**config.mk**
```make
export PLATFORM = sky130hd
export DESIGN_NAME = stream_downsizer
export DESIGN_NICKNAME = d
export VERILOG_FILES = /design/src/rtl/stream_downsizer_pkg.sv /design/src/rtl/stream_downsizer.sv
export SDC_FILE = /design/constraint.sdc
export NUM_CORES = 1
export LEC_CHECK = 0
export CAP_MARGIN = 20
export CORE_UTILIZATION = 49
export CTS_CLUSTER_DIAMETER = 40
export DETAILED_ROUTE_END_ITERATION = 8
export PLACE_DENSITY = 0.81
export SYNTH_ARGS = -nofsm -noshare
export SYNTH_HDL_FRONTEND = slang
export SYNTH_SLANG_ARGS = --single-unit
```
**constraint.sdc**
```tcl
create_clock -name clk -period 3.8 [get_ports clk]
set_input_delay 0.38 -clock clk [delete_from_list [all_inputs] [get_ports clk]]
set_output_delay 0.38 -clock clk [all_outputs]
set_load 0.02 [all_outputs]
```
**src/rtl/stream_downsizer_pkg.sv**
```systemverilog
// stream_downsizer_pkg
// Shared definitions for the stream downsizer:
//   state_t : two-state holding FSM (EMPTY = nothing held, FULL = word held).
// The encodings are fixed explicitly so they match the legacy localparam values.
package stream_downsizer_pkg;

  typedef enum logic [0:0] {
    EMPTY = 1'b0,
    FULL  = 1'b1
  } state_t;

endpackage : stream_downsizer_pkg

```
**src/rtl/stream_downsizer.sv**
```systemverilog
// stream_downsizer
// Accepts one IN_WIDTH word per valid/grant handshake and replays it as
// RATIO = IN_WIDTH/OUT_WIDTH narrow beats, least-significant slice first.
// The last beat of each word is flagged. A new word is accepted in the same
// cycle that the last beat of the current word is granted, so the output
// runs at one beat per cycle without a bubble between words.
//
// Ports:
//   clk          clock, all state updates on posedge
//   rst_n        asynchronous active-low reset
//   in_data_i    wide input word (from FIFO data output)
//   in_valid_i   input word available
//   in_grant_o   input word accepted when high together with in_valid_i
//   out_data_o   current narrow beat
//   out_valid_o  beat available
//   out_last_o   current beat is the final slice of its word
//   out_grant_i  consumer accepts the beat when high together with out_valid_o
//   flush_i      synchronous clear of any partially sent word (highest priority)
//   busy_o       a word is held (same as out_valid_o)
module stream_downsizer
  import stream_downsizer_pkg::*;
#(
  parameter int IN_WIDTH  = 32,
  parameter int OUT_WIDTH = 8
) (
  input  logic                 clk,
  input  logic                 rst_n,
  input  logic [IN_WIDTH-1:0]  in_data_i,
  input  logic                 in_valid_i,
  output logic                 in_grant_o,
  output logic [OUT_WIDTH-1:0] out_data_o,
  output logic                 out_valid_o,
  output logic                 out_last_o,
  input  logic                 out_grant_i,
  input  logic                 flush_i,
  output logic                 busy_o
);

  localparam int RATIO = IN_WIDTH / OUT_WIDTH;
  localparam int CNT_W = (RATIO > 1) ? $clog2(RATIO) : 1;

  // Elaboration-time parameter sanity check.
  if ((OUT_WIDTH < 1) || ((IN_WIDTH % OUT_WIDTH) != 0)) begin : g_bad_param
    $error("stream_downsizer: IN_WIDTH must be a multiple of OUT_WIDTH and OUT_WIDTH >= 1");
  end

  state_t              state_q;
  logic [CNT_W-1:0]    cnt_q;
  logic [IN_WIDTH-1:0] hold_q;

  logic full;
  logic cnt_at_last;
  logic load;
  logic beat_taken;

  assign full        = (state_q == FULL);
  assign cnt_at_last = (cnt_q == CNT_W'(RATIO - 1));

  assign out_valid_o = full;
  assign busy_o      = full;
  assign out_last_o  = full && cnt_at_last;

  // Combinational on out_grant_i so the refill lands in the same cycle the
  // last beat leaves.
  assign in_grant_o  = !flush_i && (!full || (out_last_o && out_grant_i));
  assign load        = in_valid_i && in_grant_o;
  assign beat_taken  = full && out_grant_i;

  always_comb begin
    out_data_o = hold_q[32'(cnt_q) * OUT_WIDTH +: OUT_WIDTH];
  end

  always_ff @(posedge clk or negedge rst_n) begin
    if (!rst_n) begin
      state_q <= EMPTY;
      cnt_q   <= '0;
      hold_q  <= '0;
    end else if (flush_i) begin
      state_q <= EMPTY;
      cnt_q   <= '0;
    end else if (beat_taken) begin
      if (cnt_at_last) begin
        cnt_q <= '0;
        if (load) begin
          hold_q  <= in_data_i;
          state_q <= FULL;
        end else begin
          state_q <= EMPTY;
        end
      end else begin
        cnt_q <= cnt_q + CNT_W'(1);
      end
    end else if (!full && load) begin
      hold_q  <= in_data_i;
      cnt_q   <= '0;
      state_q <= FULL;
    end
  end

endmodule : stream_downsizer

```
== Word level (Yosys, flattened, before mapping) ==
Index checks and enable logic that the tools add are counted.

* Word-level logic and storage cells: 36
* Output and inout bits: 12
* Input port bits: 37
* Register bits after elaboration: 35

* Bitwise gates (word level): 1
* Reductions and logical operators: 13
* $add $sub $neg: 1
* Equal/unequal tests: 4
* Muxes and demuxes: 13
* Shifts and indexed selects: 1

{| class="wikitable"
|+ Operators by type and width
! operator !! count
|-
| $mux 32 || 4
|-
| $shiftx 32x6->8 || 1
|-
| $mux 2 || 4
|-
| $logic_and 1x1->1 || 6
|-
| $mux 1 || 5
|-
| $ne 2x2->1 const B || 2
|-
| $reduce_and 4->1 || 1
|-
| $ne 3x3->1 const B || 1
|-
| $reduce_bool 3->1 || 1
|-
| $add 2x1->2 const B || 1
|-
| $eq 2x2->1 const B || 1
|-
| $logic_not 1->1 || 2
|-
| $reduce_and 2->1 || 1
|-
| $reduce_bool 2->1 || 1
|-
| $logic_or 1x1->1 || 1
|-
| $not 1->1 || 1
|}

== Depth between registers and ports, before layout ==
* Word-level depth: 10
* Mapped depth: 5
* Gate-level depth less buffers: 4

== Least setup slack after synthesis ==
OpenSTA, ideal clock, no wires.

* Path kind: register to register
* Start: register state_q, in the netlist busy_o
* End: register hold_q[0]
* Library setup time: 125 ps
* Cell stages (with the launch flop): 5
* Path slack: 2200 ps
* Buffers on the path: 1
* Data required time: 3675 ps
* Clock period less this slack: 1600 ps
* Arrival time: 1475 ps
* Cells stage by stage: dfrtp_1 -> a21boi_4 -> nor3b_4 -> buf_6 -> mux2_2

* Word-level cells in the longest chain between the ends: 8
* Elaborated cells on any way between the ends: 13
* Classes of those cells: eq/ne: 2; mux: 1; reduce/logical: 10

{| class="wikitable"
|+ Ends and longest elaborated chain
! what !! line !! source
|-
| from (decl) || stream_downsizer.sv:47 || <nowiki>state_t state_q;</nowiki>
|-
| from (signal assigned) || stream_downsizer.sv:75 || <nowiki>state_q <= EMPTY;</nowiki>
|-
| from (signal assigned) || stream_downsizer.sv:79 || <nowiki>state_q <= EMPTY;</nowiki>
|-
| from (signal assigned) || stream_downsizer.sv:86 || <nowiki>state_q <= FULL;</nowiki>
|-
| $logic_and 1x1->1 || stream_downsizer.sv:61 || <nowiki>assign out_last_o = full && cnt_at_last;</nowiki>
|-
| $logic_and 1x1->1 || stream_downsizer.sv:65 || <nowiki>assign in_grant_o = !flush_i && (!full || (out_last_o && out_grant_i));</nowiki>
|-
| $logic_or 1x1->1 || stream_downsizer.sv:65 ||
|-
| $logic_and 1x1->1 || stream_downsizer.sv:65 ||
|-
| $logic_and 1x1->1 || stream_downsizer.sv:66 || <nowiki>assign load = in_valid_i && in_grant_o;</nowiki>
|-
| $logic_and 1x1->1 || stream_downsizer.sv:93 || <nowiki>end else if (!full && load) begin</nowiki>
|-
| $reduce_bool 2->1 (no source line) || n/a ||
|-
| $reduce_and 4->1 (no source line) || n/a ||
|-
| to (signal assigned) || stream_downsizer.sv:85 || <nowiki>hold_q <= in_data_i;</nowiki>
|-
| to (signal assigned) || stream_downsizer.sv:94 || <nowiki>hold_q <= in_data_i;</nowiki>
|-
| to (decl) || stream_downsizer.sv:49 || <nowiki>logic [IN_WIDTH-1:0] hold_q;</nowiki>
|}

Several ways; a longest one is shown, not always the timed one.
A chain may end at the register's enable or synchronous reset.

== Final worst setup path ==
* Start: register cnt_q[0]
* End: output port out_data_o[2]

* Word-level cells in the longest chain between the ends: 1

{| class="wikitable"
|+ Ends and longest elaborated chain
! what !! line !! source
|-
| from (decl) || stream_downsizer.sv:48 || <nowiki>logic [CNT_W-1:0] cnt_q;</nowiki>
|-
| from (signal assigned) || stream_downsizer.sv:91 || <nowiki>cnt_q <= cnt_q + CNT_W'(1);</nowiki>
|-
| $shiftx 32x6->8 || stream_downsizer.sv:70 || <nowiki>out_data_o = hold_q[32'(cnt_q) * OUT_WIDTH +: OUT_WIDTH];</nowiki>
|-
| to (decl) || stream_downsizer.sv:31 || <nowiki>output logic [OUT_WIDTH-1:0] out_data_o,</nowiki>
|}

Every way passes these cells.

==> reports/qor.yml <==
synth_seq_cells: 35
grt_first_pass_wirelength_um: 4970
period_needed_ps: 2610
dpl.hpwl_um: 2170
synth_nets: 132
fp.dieH_um: 58.7
tns_ps: 0
wl_per_cell_um: 15.7
portBuffers: 48
cts_inserted_buffers: 5
max_slew_margin_pct: 60.2
insertion_delay_ps: 320
multi_input_area_sq_um: 647
antenna_left: 0
netlist_instances: 94
grt_max_degree: 36
arrival_ps: 2230
pre_cts_slack_ps: 1510
cp.required_ps: 3420
finClkSkew_ps: 6.56
clkPwrFrac_pct: 24.4
finalCritPeriodShare_pct: 68.6
total_leakage_power_nw: 0.861
seq_area_frac_synth_pct: 55.7
rows: 20
initial_utilization_pct: 51.5
drive_above_1_share_pct: 35.4
syn2layout_area_growth_pct: 36.7
finalHoldViolations: 0
run_status: "finished clean"
synth_area_sq_um: 1570
layout_setup_ws_ps: 1190
crit_fanout: 11
wirelength_um: 3000
tightest_slew_ps: 596
htree_levels: 2
rsz0062_at_grt: "false"
antenna_cells: 0
drv_slew: 0
p_switching_mw: 0.236
cts_max_path_buffers: 2
cts_resized: 0
worstReg2RegStart: "cnt_q[0]"
avgSynthCellArea_sq_um: 16.7
power_density_nw_per_um2: 435
layout.nets: 184
startpoint: "cnt_q[0]"
ys_warn_count: 0
yosys.cell_types.count: 14
post_cts_buffers: 0
core_area_sq_um: 3050
drc_errors: 0
p_int_mw: 0.699
vias: 998
peakVddDrop_mv: 0.321
cp-start-kind: "flip-flop"
endpoint_kind: "primary output"
clock_sinks: 35
drt_iter0_drc: 21
drt_first_pass_iters: 4
overflow: 0
fillers: 234
vias_per_cell: 5.23
hold_class: "in -> async"
cts_root_buffer: "clkbuf_4"
clk_pin_slew_ps: 110
grt_pass1_vias: 1100
fmax_mhz: 384
seq_area_sq_um: 876
tritoncts: "built"
grt_usage_pct: 20.2
ios: 49
die_w_um: 58.7
die_area_sq_um: 3440
comb_power_share_pct: 24.7
switching_share_pct: 25.3
drv_cap: 0
place.gp.congestion: 0.686
worst-setup-path-type: "reg -> out"
p_seq_share_pct: 50.9
setup_viol: 0
hold_buffers: 0
antenna_found_initial: 0
## synthesized netlist by cell type (all sizes together)
master,count,area (sq um)
a32oi,2,17.5
clkbuf,1,3.75
ha,1,12.5
a21boi,1,18.8
mux2i,1,10.0
buf,5,46.3
dfrtp,35,876
and2,1,6.26
nor3b,1,18.8
nor2,6,22.5
mux2,32,360
mux4,8,180
## power groups by stage
stage / Clock, mW / Combinational [mW] / Sequential (mW)
2_1_floorplan: 0 / 0.140 / 0.468
3_3_place_gp: 0 / 0.226 / 0.478
3_5_place_dp: 0 / 0.234 / 0.486
4_1_cts: 0.238 / 0.235 / 0.478
5_1_grt: 0.256 / 0.247 / 0.486
6_report: 0.228 / 0.231 / 0.476
## through the flow
stage / std cells / total power, mW / util, % / hold slack (ps) / instance area, sq um
4_1_cts: 191 / 0.950 / 70.4 / 458 / 2150
5_1_grt: 191 / 0.988 / 70.4 / 476 / 2150
3_5_place_dp: 183 / 0.720 / 68.2 / 496 / 2080
2_1_floorplan: 94 / 0.608 / - / 84.4 / 1570
6_report: 191 / 0.935 / 70.4 / 446 / 2150
3_3_place_gp: 183 / 0.704 / 68.2 / 484 / 2080
## final timing paths
check | slack (ps) | endpoint | cells after the start
min reg2reg | 520 | hold_q[30] | 1
max | 1190 | out_data_o[2] | 2
max in group asynchronous | 3040 | hold_q[28] | 2
min in group clk | 520 | hold_q[30] | 1
min | 450 | hold_q[5] | 2
max reg2reg | 1700 | hold_q[8] | 5
## state kept, by name (all words and copies together), names as in the netlist
register	cells
busy_o	1
cnt_q	2
hold_q	32
## cell type report
type                    instances  area share (%)
flip-flops and latches         35            40.7
repair buffers                 51            23.4
well taps                      44            2.56
clock buffers                   8            3.20
multi-input cells              53            30.1
## placed cells by master (no fill, tap or decap)
master,synthesis,layout
nor2_1,6,6
mux2i_1,1,1
nor3b_4,1,1
buf_4,1,3
ha_1,1,1
clkbuf_1,1,1
and2_1,1,1
clkbuf_8,0,2
mux2_2,32,32
a32oi_1,2,2
a21boi_4,1,1
dfrtp_1,35,35
clkbuf_4,0,5
mux4_2,8,8
clkdlybuf4s50_1,0,48
## routing by layer
metal  track usage [%]  share of wire (%)  vias to the layer above
met3              5.71                5.7                        4
met5                 0                  0                        -
met1              24.3                 41                      513
met2              34.0                 52                       30
met4              9.52                1.1                        0
li1                  -                  -                      451
## kinds of logic after synthesis
| group | Yosys count | share of synthesized area, % |
|---|---|---|
| muxes | 41 | 35.0 |
| buffers and inverters | 6 | 3.18 |
| adders and majority gates | 1 | 0.795 |
| and+or+nand+nor | 8 | 3.02 |
| AOI/OAI and AO/OA | 3 | 2.31 |
| DFF | 35 | 55.7 |
## worst max-delay path, stage by stage, from the launching register on
cell	delay, ps
dfrtp_1	740
mux4_2	600
clkdlybuf4s50_1	560
(Power assumes the default switching activity.)
